`config.mk`:
```
export PLATFORM = sky130hd
export DESIGN_NAME = rr_mux_flat
export DESIGN_NICKNAME = d
export VERILOG_FILES = /design/src/rtl/rr_mux_pkg.sv /design/src/rtl/rr_mux_if.sv /design/src/rtl/rr_mux_arbiter.sv /design/src/rtl/rr_mux.sv /design/src/flat_wrapper.sv
export SDC_FILE = /design/constraint.sdc
export NUM_CORES = 1
export LEC_CHECK = 0
export ABC_CLOCK_PERIOD_IN_PS = 1900
export CORE_MARGIN = 2
export CORE_UTILIZATION = 37
export DETAILED_ROUTE_END_ITERATION = 8
export PLACE_DENSITY = 0.78
export SLEW_MARGIN = 30
export SYNTH_ARGS = -nofsm -noshare
export SYNTH_HDL_FRONTEND = slang
export SYNTH_SLANG_ARGS = --single-unit
```
`constraint.sdc`:
```
create_clock -name clk -period 1.9 [get_ports clk]
set_input_delay 0.38 -clock clk [delete_from_list [all_inputs] [get_ports clk]]
set_output_delay 0.38 -clock clk [all_outputs]
set_load 0.05 [all_outputs]
```
`src/rtl/rr_mux_pkg.sv`:
```
// Shared definitions for the rr_mux arbitrated multiplexer family.
package rr_mux_pkg;

    typedef enum logic {
        FIXED       = 1'b0,
        ROUND_ROBIN = 1'b1
    } rr_mode_e;

    // Ceiling log2 used to size channel indices.
    function automatic int clog2(input int n);
        int r;
        r = 0;
        while ((32'sd1 << r) < n) begin
            r = r + 1;
        end
        return r;
    endfunction

endpackage

```
`src/rtl/rr_mux_if.sv`:
```
// Producer-side and consumer-side handshake bundle of rr_mux.
interface rr_mux_if
    import rr_mux_pkg::*;
#(
    parameter int N     = 2,
    parameter int W     = 32,
    parameter int SEL_W = clog2(N)
) ();

    logic [N-1:0]     in_valid;
    logic [N*W-1:0]   in_data;
    logic [N-1:0]     in_ready;
    logic             out_valid;
    logic [W-1:0]     out_data;
    logic [SEL_W-1:0] out_sel;
    logic             out_ready;

    modport master (
        output in_valid, in_data, out_ready,
        input  in_ready, out_valid, out_data, out_sel
    );

    modport slave (
        input  in_valid, in_data, out_ready,
        output in_ready, out_valid, out_data, out_sel
    );

endinterface

```
`src/rtl/rr_mux_arbiter.sv`:
```
// Combinational rotating-priority arbiter: first requester at or after ptr wins.
module rr_arbiter
    import rr_mux_pkg::*;
#(
    parameter int N     = 2,
    parameter int SEL_W = clog2(N)
) (
    input  logic [N-1:0]     req,
    input  logic [SEL_W-1:0] ptr,
    output logic [N-1:0]     gnt_onehot,
    output logic [SEL_W-1:0] gnt_idx,
    output logic             any
);

    logic [SEL_W:0]   sum_s;
    logic [SEL_W-1:0] cand_s;

    // Scan ptr..N-1,0..ptr-1; the sum is reduced modulo N so a non power-of-two N never indexes past N-1.
    always_comb begin
        gnt_idx = '0;
        any     = 1'b0;
        sum_s   = '0;
        cand_s  = '0;
        for (int i = 0; i < N; i++) begin
            sum_s   = {1'b0, ptr} + (SEL_W+1)'(i);
            cand_s  = (sum_s >= (SEL_W+1)'(N)) ? SEL_W'(sum_s - (SEL_W+1)'(N)) : sum_s[SEL_W-1:0];
            gnt_idx = (req[cand_s] & ~any) ? cand_s : gnt_idx;
            any     = any | req[cand_s];
        end
    end

    // One-hot form of the winning index, all-zero when nobody requests.
    always_comb begin
        gnt_onehot          = '0;
        gnt_onehot[gnt_idx] = any;
    end

endmodule

```
`src/rtl/rr_mux.sv`:
```
// N-channel registered multiplexer with valid/ready handshakes and round-robin or fixed-priority arbitration.
module rr_mux
    import rr_mux_pkg::*;
#(
    parameter int N     = 2,
    parameter int W     = 32,
    parameter int RR    = 1,
    parameter int SEL_W = clog2(N)
) (
    input logic    clk,
    input logic    rst_n,
    rr_mux_if.slave bus
);

    logic             load_s;
    logic             any_s;
    logic             accept_s;
    logic [N-1:0]     gntOneHot_s;
    logic [SEL_W-1:0] gntIdx_s;
    logic [SEL_W-1:0] arbPtr_s;
    logic             outValid_r;
    logic [W-1:0]     outData_r;
    logic [SEL_W-1:0] outSel_r;

    assign load_s   = ~outValid_r | bus.out_ready;
    assign accept_s = load_s & any_s;

    rr_arbiter #(
        .N     (N),
        .SEL_W (SEL_W)
    ) u_arb (
        .req        (bus.in_valid),
        .ptr        (arbPtr_s),
        .gnt_onehot (gntOneHot_s),
        .gnt_idx    (gntIdx_s),
        .any        (any_s)
    );

    // Grant is withheld while reset is asserted so nothing looks accepted during reset.
    assign bus.in_ready = gntOneHot_s & {N{accept_s & rst_n}};

    if (RR == int'(ROUND_ROBIN)) begin : gPtr
        logic [SEL_W-1:0] ptr_r;
        logic [SEL_W-1:0] ptrNext_s;

        assign ptrNext_s = (gntIdx_s == SEL_W'(N-1)) ? SEL_W'(0) : gntIdx_s + SEL_W'(1);
        assign arbPtr_s  = ptr_r;

        // Rotate priority past the last winner, only on an accepted beat.
        always_ff @(posedge clk or negedge rst_n) begin
            if (!rst_n) begin
                ptr_r <= SEL_W'(0);
            end else if (accept_s) begin
                ptr_r <= ptrNext_s;
            end else begin
                ptr_r <= ptr_r;
            end
        end
    end else begin : gNoPtr
        assign arbPtr_s = SEL_W'(0);
    end

    // Single-entry output register: load on accept, empty on drain-only, hold when stalled.
    always_ff @(posedge clk or negedge rst_n) begin
        if (!rst_n) begin
            outValid_r <= 1'b0;
            outData_r  <= W'(0);
            outSel_r   <= SEL_W'(0);
        end else if (accept_s) begin
            outValid_r <= 1'b1;
            outData_r  <= bus.in_data[gntIdx_s*W +: W];
            outSel_r   <= gntIdx_s;
        end else if (bus.out_ready) begin
            outValid_r <= 1'b0;
        end else begin
            outValid_r <= outValid_r;
        end
    end

    assign bus.out_valid = outValid_r;
    assign bus.out_data  = outData_r;
    assign bus.out_sel   = outSel_r;

endmodule

```
`src/flat_wrapper.sv`:
```
// flat-port wrapper written by rule: the top's interface ports become plain ports
module rr_mux_flat import rr_mux_pkg::*;
#(
    parameter int N     = 2,
    parameter int W     = 32,
    parameter int RR    = 1,
    parameter int SEL_W = clog2(N)
)
  (clk, rst_n, bus_in_valid, bus_in_data, bus_out_ready, bus_in_ready, bus_out_valid, bus_out_data, bus_out_sel);
  rr_mux_if #(.N(N), .W(W), .SEL_W(SEL_W)) bus_i ();
  input logic clk;
  input logic rst_n;
  input wire logic [$bits(bus_i.in_valid)-1:0] bus_in_valid;
  input wire logic [$bits(bus_i.in_data)-1:0] bus_in_data;
  input wire logic [$bits(bus_i.out_ready)-1:0] bus_out_ready;
  output wire logic [$bits(bus_i.in_ready)-1:0] bus_in_ready;
  output wire logic [$bits(bus_i.out_valid)-1:0] bus_out_valid;
  output wire logic [$bits(bus_i.out_data)-1:0] bus_out_data;
  output wire logic [$bits(bus_i.out_sel)-1:0] bus_out_sel;
  assign bus_i.in_valid = bus_in_valid;
  assign bus_i.in_data = bus_in_data;
  assign bus_i.out_ready = bus_out_ready;
  assign bus_in_ready = bus_i.in_ready;
  assign bus_out_valid = bus_i.out_valid;
  assign bus_out_data = bus_i.out_data;
  assign bus_out_sel = bus_i.out_sel;
  rr_mux #(.N(N), .W(W), .RR(RR), .SEL_W(SEL_W)) u_core (.clk(clk), .rst_n(rst_n), .bus(bus_i));
endmodule
```
# After elaboration in Yosys (flattened, before gate mapping)
# Cells that the tools add are included.
[classes] bitwise=9 muxes=13 add_sub_neg=4 n_shift=1 reduce_logical=2 n_lt_le_gt_ge=6
[ops] cell="variable part select 64 x 7 -> 32 bit" count=1
[ops] cell="2-to-1 mux 1 bit" count=12
[ops] cell="less-than comparator 1 x 2 -> 1 bit, second input constant" count=3
[ops] cell="AND 2 bit" count=2
[ops] cell="AND 1 bit" count=3
[ops] cell="adder 1 x 1 -> 2 bit, second input constant" count=1
[ops] cell=">= comparator 1 x 2 -> 1 bit, second input constant" count=1
[ops] cell=">= comparator 2 bit, second input constant" count=1
[ops] cell="inverter 1 bit" count=2
[ops] cell="OR 1 bit" count=2
[ops] cell="nonzero test 2 bit" count=1
[ops] cell="subtractor 1 bit, second input constant" count=2
[ops] cell="adder 1 bit, second input constant" count=1
[ops] cell="demux 1 bit (select 1 bit)" count=1
[ops] cell=">= comparator 1 bit, second input constant" count=1
[ops] cell="logical AND 1 bit" count=1
[totals] input_bits=69 wordCells=39 out_inout_bits=36 reg_bits=35

# Depth between registers and ports, before layout
# Gate-level depths: netlist of run 1.
[depth] word_depth=13 depth_mapped=5 depth_no_buf=3

# By module
# From an unflattened synthesis of run 1, not the netlist that was laid out.
[unflattened] cells_unflattened=161 hier_area_um2=1911.8
[modules_own_cells] module="rr_mux" cells_per_inst=156 seq_area_each_um2=875.8 area_per_inst_um2=1879.3 n_inst=1
[modules_own_cells] module="rr_arbiter" cells_per_inst=5 seq_area_each_um2=0.0 area_per_inst_um2=32.5 n_inst=1

# Worst setup path after synthesis of run 1
# Ideal clock, no wire load.
[synth_path] path_kind="reg2out" start="register u_core.outValid_r, in the netlist u_core.bus.out_valid" end="output bus_in_ready[0]" n_path_buf=2 setup_slack_ns=-0.300 required_time_ns=1.520 stages_incl_launch_ff=6 arrival_ns=1.820 cell_sequence="dfrtp_1 > nor2b_4 > buf_6 > a211oi_4 > buf_6 > and2_1"
[synth_between] elab_chain_len=5
[synth_rtl] item="from (decl)" line="rr_mux.sv:21" source="logic outValid_r;"
[synth_rtl] item="from (signal assigned)" line="rr_mux.sv:76" source="outValid_r <= outValid_r;"
[synth_rtl] item="inverter 1 bit" line="rr_mux.sv:25" source="assign load_s = ~outValid_r | bus.out_ready;"
[synth_rtl] item="OR 1 bit" line="rr_mux.sv:25"
[synth_rtl] item="AND 1 bit" line="rr_mux.sv:26" source="assign accept_s = load_s & any_s;"
[synth_rtl] item="AND 1 bit" line="rr_mux.sv:40" source="assign bus.in_ready = gntOneHot_s & {N{accept_s & rst_n}};"
[synth_rtl] item="AND 2 bit" line="rr_mux.sv:40"
[synth_rtl] item="to (decl)" line="flat_wrapper.sv:16" source="output wire logic [$bits(bus_i.in_ready)-1:0] bus_in_ready;"
# Every way passes these cells.

# Worst setup path after layout of run 1
[layout_path] start="register u_core.outData_r[8], in the netlist u_core.bus.out_data[8]" end="output bus_out_data[8]"
[layout_lines] item="from (decl)" line="rr_mux.sv:22" source="logic [W-1:0] outData_r;"
[layout_lines] item="from (signal assigned)" line="rr_mux.sv:71" source="outData_r <= bus.in_data[gntIdx_s*W +: W];"
[layout_lines] item="to (decl)" line="flat_wrapper.sv:18" source="output wire logic [$bits(bus_i.out_data)-1:0] bus_out_data;"
# No word-level cell between the ends.

==> results of run 1 <==
## routing by layer
metal  track usage  part of all wire
met1         0.325              0.45
met2         0.374              0.47
met3        0.0549             0.062
met4        0.0692             0.018
met5             0                 0
## final timing paths
check                      cells past startpoint                 endpoint  slack [ns]                    from
hold reg to reg                                1       u_core.bus.out_sel        0.51      u_core.bus.out_sel
hold / removal                                 2       u_core.bus.out_sel        0.09                   rst_n
max in group asynchronous                      2     u_core.bus.out_valid        1.46                   rst_n
min in group clk                               1       u_core.bus.out_sel        0.51      u_core.bus.out_sel
setup reg to reg                               4  u_core.bus.out_data[31]        0.33         u_core.arbPtr_s
setup / recovery                               1          bus_out_data[8]        0.04  u_core.bus.out_data[8]
## state kept, by name, indices dropped and copies added, names as in the netlist
| signal | count |
|---|---|
| u_core.bus.out_data | 32 |
| u_core.arbPtr_s | 1 |
| u_core.bus.out_sel | 1 |
| u_core.bus.out_valid | 1 |
## layout by cell type (no fill, tap or decap)
| master | count |
|---|---|
| buf_4 | 20 |
| clkinv_2 | 1 |
| o21bai_4 | 1 |
| inv_1 | 1 |
| dfrtp_2 | 1 |
| dlymetal6s2s_1 | 5 |
| clkbuf_8 | 5 |
| dfrtp_1 | 34 |
| nand2_1 | 32 |
| buf_12 | 3 |
| and2_4 | 2 |
| nor2b_4 | 1 |
| clkdlybuf4s50_1 | 88 |
| a211oi_4 | 1 |
| nor3b_4 | 1 |
| dlygate4sd2_1 | 1 |
| clkbuf_1 | 1 |
| buf_2 | 1 |
| a21o_1 | 2 |
| nor3_1 | 32 |
| a221o_1 | 32 |
| clkinvlp_4 | 1 |
| nor2b_2 | 1 |
| or3_1 | 1 |
## worst register-to-register path, stage by stage (launching register included)
cell and delay (ns):
dfrtp_1 0.45, nor2b_2 0.22, buf_4 0.37, nor3_1 0.12, a221o_1 0.29
## cell type report
class,instances,area share
repair buffers,118,0.400
flip-flops and latches,35,0.301
multi-input cells,106,0.247
clock buffers,6,0.0249
well taps,52,0.0223
clock inverters,2,0.00429
inverters,1,0.00129
## stage by stage
stage                     area, um2  hold slack (ns)  setup TNS [ns]  worst slack, ns  std cells
after floorplan                1700           0.0844               0           0.0300        160
after global placement         2800            0.379           -3.15           -0.119        311
after detailed placement       2800            0.390           -4.11           -0.158        311
after CTS                      2890           0.0758               0           0.0194        319
after global routing           2920           0.0803               0         0.000728        320
final                          2920           0.0863               0           0.0416        320
## cells by family after synthesis
group,count (synthesis),share of synthesized area
AOI/OAI and AO/OA,36,0.220
DFF,35,0.516
and+or+nand+nor,70,0.192
buffers and inverters,19,0.0715
## report_power, final
part	internal, mW	total (mW)	switching [mW]	leakage [nW]
combinational	0.461	1.14	0.675	0.820
sequential	0.864	0.939	0.0745	0.428
clock	0.256	0.543	0.287	0.0412
total	1.58	2.62	1.04	1.29
## repair_timing
item                                    CTS  global route
pin swaps                                 0             3
endpoints found under the setup margin    2             5
gates cloned                              0             0
setup buffers                             0             1
gates resized for setup                   2             6
==> metrics.csv, run 1 <==
metric;value;unit
wl;5870;um
antenna_found_initial;0;
syn_area_per_cell;10.6;um2
drt_first_pass_iters;4;
ir_drop;0.477;mV
pin_count;105;
hpwl;4080;um
cts.path.max_buffers;2;
cts.htree.levels;2;
crit_path_cell_trace;clkdlybuf4s50_1;
synth_seq_cells;35;
crit_type;flip-flop to output port;
route.detailed.drc;0;
rsz0062_at_grt;no;
grt_max_degree;33;
hold_path.class;input pin to asynchronous set/reset pin;
synth_area_leaders;dfrtp_1 52%, a221o_1 19%, nor3_1 9.4%, nand2_1 7.1%, buf_6 2.7%;
synth_commonest_cells;35 x dfrtp_1, 32 x a221o_1, 32 x nand2_1, 32 x nor3_1, 7 x buf_2;
synth_area;0.00170;mm2
status;completed;
netlist_instances;160;
skew;0.00654;ns
cts_hold_buf;0;
period_share;0.978;
cts_buffers;5;
leakage;1.29;nW
nets;336;
overflow;0;
synth-edff-count;0;
crit_arrival;1.48;ns
crit_path_top_delay_cell;clkdlybuf4s50_1;
num_vias;1754;
power.density;897;mW/mm2
rows;24;
ys_types;18;
yosys_warnings;0;
synth.most_common_cell;dfrtp_1;
diodes;0;
place_congestion;0.795;
regArea;877;um2
wire_per_inst;18.3;um
path_max_fanout;2;
cp-start-kind;flip-flop;
core_region_area;0.00438;mm2
path_delay_family;buffers and inverters;
slowest_delay;0.82;ns
ys_seq_area_frac;0.516;
setup_violations;0;
final_max_slew_viol_count;0;
tightest_slew;0.516;ns
power;2.62;mW
cts_tree;done;
clk_latency;0.29;ns
start_util;0.387;
cts-root-buf;clkbuf_8;
yosys.area.top_type_share;0.516;
die_y;71.7;um
endpoint_kind;output port;
die-width;71.7;um
fmax;0.538;GHz
avgViaCountPerCell;5.48;
drt_iter0_drc;137;
async_reset_ff_frac;1.00;
final_util;0.666;
yosys.area.top_type;dfrtp_1;
clkSlewWorstSetupHoldPaths;0.07;ns
fillerInstances;346;
dieArea;0.00515;mm2
required;1.52;ns
path_buf_inv;1;
area_growth;71.8;%
drv_cap;0;
relSlewSlack;0.655;
grt_pass1_wl;9340;um
ant_nets;0;
ys.flop_type;dfrtp_1;
period_minus_slack;1.86;ns
synth_fp_nets;229;
grt_pass1_vias;1822;
drive_gt1_frac;0.146;
multi_input_area;719;um2
placement.io_buffers;104;
grt_usage;0.237;
clock-sinks;35;
finalHoldViolations;0;
(Power assumes the default switching activity.)
==> inputs of run 2 (changes only) <==
--- a/config.mk
+++ b/config.mk
@@ -9,6 +9,7 @@
 export CORE_MARGIN = 2
 export CORE_UTILIZATION = 37
 export DETAILED_ROUTE_END_ITERATION = 8
+export GPL_TIMING_DRIVEN = 0
 export PLACE_DENSITY = 0.78
 export SLEW_MARGIN = 30
 export SYNTH_ARGS = -nofsm -noshare
==> run 2 against run 1 <==
- die area is the same
- sequential cell count unchanged
- highest routed layer unchanged
- setup slack worse by 0.039 ns
- largest power group unchanged
- critical path depth rose by 4
- core utilization increased by 0.86 points
==> metrics.csv, run 2 (same netlist as run 1, synthesis figures left out) <==
metric;value;unit;change
grt_max_degree;21;;-36%
hold_path.class;input pin to asynchronous set/reset pin;;
largest_reg_flops;32;;unchanged
num_vias;1745;;-0.51%
final_cell_mix;97 x clkdlybuf4s50_1, 34 x dfrtp_1, 32 x nand2_1, 32 x nor3_1, 32 x a221o_1;;
antenna_found_initial;0;;unchanged
highest_layer;met4;;
crit-reg2reg-launch;u_core.bus.out_valid;;
drt_iter0_drc;108;;-21%
cts_buffers;5;;unchanged
path_delay_family;simple AND/OR/NAND/NOR gates;;
area_growth;74.1;%;
route.detailed.drc;0;;unchanged
crit_path_cell_trace;nor2b_4, clkbuf_16, nor3b_4, and2_4, buf_8;;
r2r_cells;5;;+1
leakage;1.25;nW;-3.0%
crit_type;flip-flop to output port;;
hold_slack;0.0490;ns;-0.0373 ns
regArea;877;um2;unchanged
cts-root-buf;clkbuf_8;;
tightest_slew;0.526;ns;+0.00948 ns
clock-sinks;35;;unchanged
power.density;881;mW/mm2;-1.8%
pin_count;105;;unchanged
layout_commonest_cell;clkdlybuf4s50_1;;
drt_first_pass_iters;4;;unchanged
relSlewSlack;0.649;;-0.00634
path_depth;5;;+4
setup_violations;0;;unchanged
wl;5750;um;-1.9%
finalHoldViolations;0;;unchanged
path_max_fanout;10;;+8
cts.path.max_buffers;2;;unchanged
core_region_area;0.00438;mm2;unchanged
nets;342;;+1.8%
power;2.60;mW;-0.58%
endpoint_kind;output port;;
met3_length;382;um;+5.5%
rsz0062_at_grt;yes;;
rows;24;;unchanged
multi_input_area;717;um2;-0.35%
cts_tree;done;;
ir_drop;0.507;mV;+6.1%
dieArea;0.00515;mm2;unchanged
clkSlewWorstSetupHoldPaths;0.07;ns;about the same
met2_length;2750;um;-1.4%
wire_per_inst;17.7;um;-3.4%
place_congestion;0.804;;+1.1%
rrSetupSlack;0.39;ns;+0.06 ns
cts_hold_buf;0;;unchanged
fmax;0.527;GHz;-2.1%
drt-met1-wl;2570;um;-1.6%
r2r_end;u_core.bus.out_data[3];;
crit_arrival;1.52;ns;+0.04 ns
hpwl;4040;um;-1.2%
avgViaCountPerCell;5.37;;-2.0%
final_max_slew_viol_count;0;;unchanged
fillerInstances;374;;+8.1%
die_y;71.7;um;unchanged
skew;0.00176;ns;-0.00477 ns
grt_usage;0.230;;-0.00671
grt_pass1_vias;1783;;-2.1%
dp_slack;-1.09;ns;-0.932 ns
grt_pass1_wl;9180;um;-1.7%
final_util;0.674;;+0.00856
period_share;0.999;;+0.0206
crit_path_top_delay_cell;dfrtp_2;;
placement.io_buffers;103;;-0.96%
start_util;0.387;;unchanged
status;completed;;
clk_latency;0.28;ns;about the same
drv_cap;0;;unchanged
period_minus_slack;1.90;ns;+0.0391 ns
drive_gt1_frac;0.121;;-0.0246
required;1.52;ns;about the same
diodes;0;;unchanged
path_buf_inv;2;;+1
overflow;0;;unchanged
cts.htree.levels;2;;unchanged
cp-start-kind;flip-flop;;
slowest_delay;0.40;ns;-0.42 ns
fin_ws;0.00250;ns;-0.0391 ns
die-width;71.7;um;unchanged
critPathCapture;bus_in_ready[1];;
ant_nets;0;;unchanged
cp-startpoint;u_core.bus.out_valid;;
[run 2: report_power, final]
part / switching, mW / leakage, nW / internal [mW]
Combinational: 0.677 / 0.784 / 0.480
Clock: 0.258 / 0.0383 / 0.252
Sequential: 0.0702 / 0.428 / 0.865
Total: 1.01 / 1.25 / 1.60
[run 2: layout make-up]
type / count / area share
Tap cell: 52 / 0.0220
Clock buffer: 7 / 0.0258
Sequential cell: 35 / 0.297
Multi-Input combinational cell: 106 / 0.243
Buffer: 16 / 0.0428
Timing Repair Buffer: 108 / 0.369
Inverter: 1 / 0.00127
[run 2: per-stage QoR]
step	setup TNS (ns)	cells	instance area [um2]
floorplan	0	160	1700
global placement	-18.92	315	2800
detailed placement	-3.17	316	2820
CTS	-0.00800	325	2950
global route	-0.0584	325	2960
finish	0	325	2960
[run 2: worst min path at each step]
stage                         endpoint  depth (start not counted)  slack [ns]
5_1_grt        u_core.bus.out_data[25]                          1        0.07
3_5_place_dp   u_core.bus.out_data[25]                          1        0.36
6_report       u_core.bus.out_data[25]                          1        0.05
4_1_cts        u_core.bus.out_data[25]                          1        0.06
3_3_place_gp        u_core.bus.out_sel                          1        0.48
2_1_floorplan          u_core.arbPtr_s                          0        0.08
[run 2: metal layers]
layer,track usage,up-vias
li1,-,828
met1,0.306,853
met2,0.374,58
met3,0.0647,6
met4,0.0503,0
met5,0,-
[run 2: timing repair]
action | CTS | global route
gates resized for setup | 26 | 1
setup buffers | 4 | 0
endpoints found under the setup margin | 2 | 2
pin swaps | 3 | 2
==> variant 1 (settings of run 1) <==
`W` is set to 32 in 3 places; all go to 16.
--- a/src/rtl/rr_mux_if.sv
+++ b/src/rtl/rr_mux_if.sv
@@ -4,5 +4,5 @@
 #(
     parameter int N     = 2,
-    parameter int W     = 32,
+    parameter int W     = 16,
     parameter int SEL_W = clog2(N)
 ) ();
--- a/src/rtl/rr_mux.sv
+++ b/src/rtl/rr_mux.sv
@@ -4,5 +4,5 @@
 #(
     parameter int N     = 2,
-    parameter int W     = 32,
+    parameter int W     = 16,
     parameter int RR    = 1,
     parameter int SEL_W = clog2(N)
--- a/src/flat_wrapper.sv
+++ b/src/flat_wrapper.sv
@@ -3,5 +3,5 @@
 #(
     parameter int N     = 2,
-    parameter int W     = 32,
+    parameter int W     = 16,
     parameter int RR    = 1,
     parameter int SEL_W = clog2(N)
Interface: changed (resized bus_in_data and bus_out_data); port bits go from 105 to 57. No check against the original RTL was run, so the function may have changed too.
==> variant 1 against run 1 <==
- cell count down 44%
- sequential power shrank 46%
- total power down 49%
- clock skew up 0.0018 ns
- routed wire length decreased by 48%
- final area down 43%
- combinational power fell by 47%
- area after synthesis fell by 44%
- global-route usage down 1.7 points
- die area decreased by 42%
- sequential cell count down 16
- worst setup slack better by 0.0054 ns
- first-iteration DRC count shrank 79%
==> variant 1: results (changes against run 1) <==
[routing]
met3_length_um = 94  ; -74%
drtIter0Drc = 29  ; -79%
met1Wirelength_um = 1264  ; -52%
dr_total_vias = 950  ; -46%
dr_wl_met2_um = 1608  ; -42%

[finish]
largest_register_ffs = 16  ; -50%
comb.multi_input.count = 58  ; -45%
buffers = 68  ; -42%
seq_cell_count = 19  ; -46%
bufAreaShareNonClock_pct = 41.70  ; +1.7 points
final.fill_count = 194  ; -44%
n_clock_buffer = 4  ; -2
final-seq-area_sq_um = 476.7  ; -46%
clkCellAreaFrac_pct = 1.592  ; -1.3 points
final_cells = 180  ; -44%

[pwr]
internal_power_mw = 0.7998  ; -49%
total_leakage_power_nw = 0.8224  ; -36%
seq-power_mw = 0.506  ; -46%
p_clk_share_pct = 15.9  ; -4.8 points

[worst_setup_path]
timing.rr.end = u_core.bus.out_data[14]$_DFFE_PN0P_
rr_startpoint = u_core.bus.out_valid$_DFFE_PN0P_
timing.reg2reg.setup_slack_ns = 0.44  ; +0.11 ns

[timing]
clock_skew_ns = 0.008314  ; +0.001777 ns
worst-slew-pin-transition_ns = 0.5272  ; +0.01114 ns
fin_ws_ns = 0.04705  ; +0.005426 ns

[clocking]
cts_made_buffers = 3  ; -2
clk_pin_slew_ns = 0.11  ; +0.04 ns
ctsRootBufferMaster = clkbuf_4

[synthesis]
ys_types = 16  ; -2
yosysSeqAreaShare_pct = 50.07  ; -1.5 points
syn_area_per_cell_sq_um = 11.04  ; +4.1%
yosys-top-cells-count = dfrtp_1 (19), a221o_1 (16), nand2_1 (16), nor3_1 (16), buf_6 (4)
synth_nets = 123  ; -46%

[placement]
pre_cts_ws_ns = -0.1963  ; -0.03808 ns
dp_hpwl_um = 2218  ; -46%
gp_congestion = 0.7632  ; -4.0%

[global_routing]
gr-usage-met1_pct = 30.05  ; -2.5 points
grt_max_degree = 19  ; -42%
met3_usage_pct = 1.639  ; -3.8 points
grt_pass1_vias = 903  ; -50%
grt_util_all_layers_pct = 21.92  ; -1.7 points
grt_pass1_wl_um = 4567  ; -51%

[status]
outcome = finished, final reports clean

==> variant 1: cell count changes in the layout (fill, tap and decap cells not counted), sizes merged, moves of 6 or more <==
cell	before	now
dlymetal6s2s	5	11
nor3	32	16
dfrtp	35	19
clkdlybuf4s50	88	38
a221o	32	16
buf	24	16
nand2	32	16
==> variant 1: timing repair <==
action                     4_1_cts  5_1_grt
gates resized for setup         10       11
buffers inserted                 1        0
setup endpoints to repair        3       12
pin swaps                        3        2
==> variant 1: cells by family (layout without fill, tap and decap cells) <==
group                  after synthesis  in the layout  share of synthesized area (%)
AOI/OAI and AO/OA                   20             20                          22.53
DFF                                 19             19                          50.07
and+or+nand+nor                     38             38                          19.63
buffers and inverters                9             73                          7.772
==> variant 1: per-stage QoR <==
stage | area, sq um | power, mW
2_1_floorplan | 954.7 | 0.8703
3_3_place_gp | 1568 | 1.110
3_5_place_dp | 1568 | 1.119
4_1_cts | 1623 | 1.338
5_1_grt | 1650 | 1.386
6_report | 1650 | 1.323
==> variant 2 (flow settings as in run 1) <==
Without the edit above. Reset style: synchronous (`rst_n`), changed in 2 clocked blocks.
--- a/src/rtl/rr_mux.sv
+++ b/src/rtl/rr_mux.sv
@@ -48,5 +48,5 @@
 
         // Rotate priority past the last winner, only on an accepted beat.
-        always_ff @(posedge clk or negedge rst_n) begin
+        always_ff @(posedge clk) begin
             if (!rst_n) begin
                 ptr_r <= SEL_W'(0);
@@ -62,5 +62,5 @@
 
     // Single-entry output register: load on accept, empty on drain-only, hold when stalled.
-    always_ff @(posedge clk or negedge rst_n) begin
+    always_ff @(posedge clk) begin
         if (!rst_n) begin
             outValid_r <= 1'b0;
Check against the original RTL: differs if rst_n is asserted again (counterexample within 4 cycles, from zero or initial values and one cycle with rst_n low); with rst_n held inactive, the same outputs for 10 cycles.
==> variant 2 against run 1 <==
- area after synthesis grew 2.6%
- count of clock-buffer cells in the layout shrank 1
- worst setup slack gained 0.0065 ns
- clock power shrank 5.5%
- total power shrank 21%
- combinational power shrank 36%
- routed wire length shrank 15%
- sequential cell count is the same
- die area grew 2.4%
- final area grew 0.51%
- critical path type is now in2out
- largest power group is now sequential cells
- highest routed layer unchanged
==> variant 2: results (changes against run 1) <==
[status]
outcome = finished, final reports clean

[synthesis]
yosys-top-cells-count = inv_1 (58), nand4_1 (37), dfxtp_1 (35)
synth_area_leaders = dfxtp_1 (40%), nand4_1 (13%), inv_1 (13%)
yosysSeqAreaShare_pct = 40.23  ; -11 points
synthCells = 198  ; +24%
ys_types = 22  ; +4
synth_nets = 267  ; +17%
async_flop_share_pct = 0  ; -100 points

[placement]
dp_hpwl_um = 3588  ; -12%
gp_congestion = 0.7511  ; -5.5%
pre_cts_ws_ns = 0.01531  ; +0.1736 ns
dp_cells = 348  ; +12%
portBuffers = 104  ; unchanged
post_dp_cell_area_sq_mm = 0.002841  ; +1.4%

[worst_hold_path]
hp-class = reg2reg

[clocking]
ctsRootBufferMaster = clkbuf_8
cts_made_buffers = 5  ; unchanged
clock_latency_ns = 0.28
clk_pin_slew_ns = 0.07  ; about the same
cts-resized-gates = 0  ; -2
post-cts-setup-buffers = 0  ; unchanged

[pwr]
p_seq_share_pct = 40.1  ; +4.2 points
peakVddDrop_mv = 0.3918  ; -18%
total_leakage_power_nw = 1.209  ; -6.2%
internal_power_mw = 1.369  ; -13%
powerDensity_mw_per_mm2 = 708.1  ; -21%
combinationalPower_mw = 0.731  ; -36%

[finish]
final.fill_count = 383  ; +11%
multi_input_area_sq_um = 681.9  ; -5.2%
largest_register_ffs = 32  ; unchanged
nets = 372  ; +11%
final_cells = 356  ; +11%
drive_gt1_share_pct = 12.83  ; -1.7 points

[global_routing]
grt_util_all_layers_pct = 19.42  ; -4.2 points
grt_pass1_wl_um = 8148  ; -13%

[worst_setup_path]
crit_fanout = 4  ; +2
cp_slowest_stage_delay_ns = 0.48  ; -0.34 ns
cp.arrival_ns = 1.47

[routing]
dr_total_vias = 1821  ; +3.8%
drtIter0Drc = 52  ; -62%
drt-wirelength-per-cell_um = 14.04  ; -23%
drt_first_pass_iters = 5  ; +1

[timing]
worst-slew-pin-transition_ns = 0.5145  ; -0.001553 ns
clock_skew_ns = 0.006022  ; -0.0005157 ns

-- variant 2: changes by cell type in the layout (fill, tap and decap cells not counted), sizes merged, moves of 32 or more --
cell,change
a221o,-32
dfrtp,-35
dfxtp,+35
inv,+57
nand4,+38
nor3,-32
-- variant 2: path summary, 6_finish.rpt --
kind,startpoint,slack (ns),to,depth (start not counted)
worst min-delay path,u_core.bus.out_sel$_SDFFE_PN0P_,0.46,u_core.bus.out_sel$_SDFFE_PN0P_,2
worst max register to register,u_core.arbPtr_s$_SDFFE_PN0P_,0.62,u_core.bus.out_data[4]$_SDFFE_PN0P_,4
worst min register to register,u_core.bus.out_sel$_SDFFE_PN0P_,0.46,u_core.bus.out_sel$_SDFFE_PN0P_,2
worst max-delay path,bus_out_ready,0.05,bus_in_ready[0],5
-- variant 2: cell families after synthesis --
| group | Yosys count | share of synthesized area, % |
|---|---|---|
| flops | 35 | 40.23 |
| buf+inv | 77 | 20.76 |
| simple gates | 45 | 17.82 |
| compound gates | 41 | 21.19 |
-- variant 2: area by class of cell --
type | instances | area share [%]
repair buffers | 117 | 40.36
flip-flops and latches | 35 | 23.89
multi-input cells | 86 | 23.25
inverters | 58 | 7.423
clock buffers | 5 | 2.346
well taps | 52 | 2.218
clock inverters | 3 | 0.5119
-- variant 2: layer usage --
metal / global-route usage [%] / wire [um] / share of wire [%]
met2: 33.54 / 2450 / 49
met5: 0 / 0 / 0
met4: 4.527 / 44 / 0.88
met3: 7.459 / 436 / 8.7
met1: 22.70 / 2066 / 41
-- variant 2: critical path: cells and delay by family --
family,cells,cell delay [ns]
buffers and inverters,3,0.75
AND/OR/NAND/NOR,2,0.34
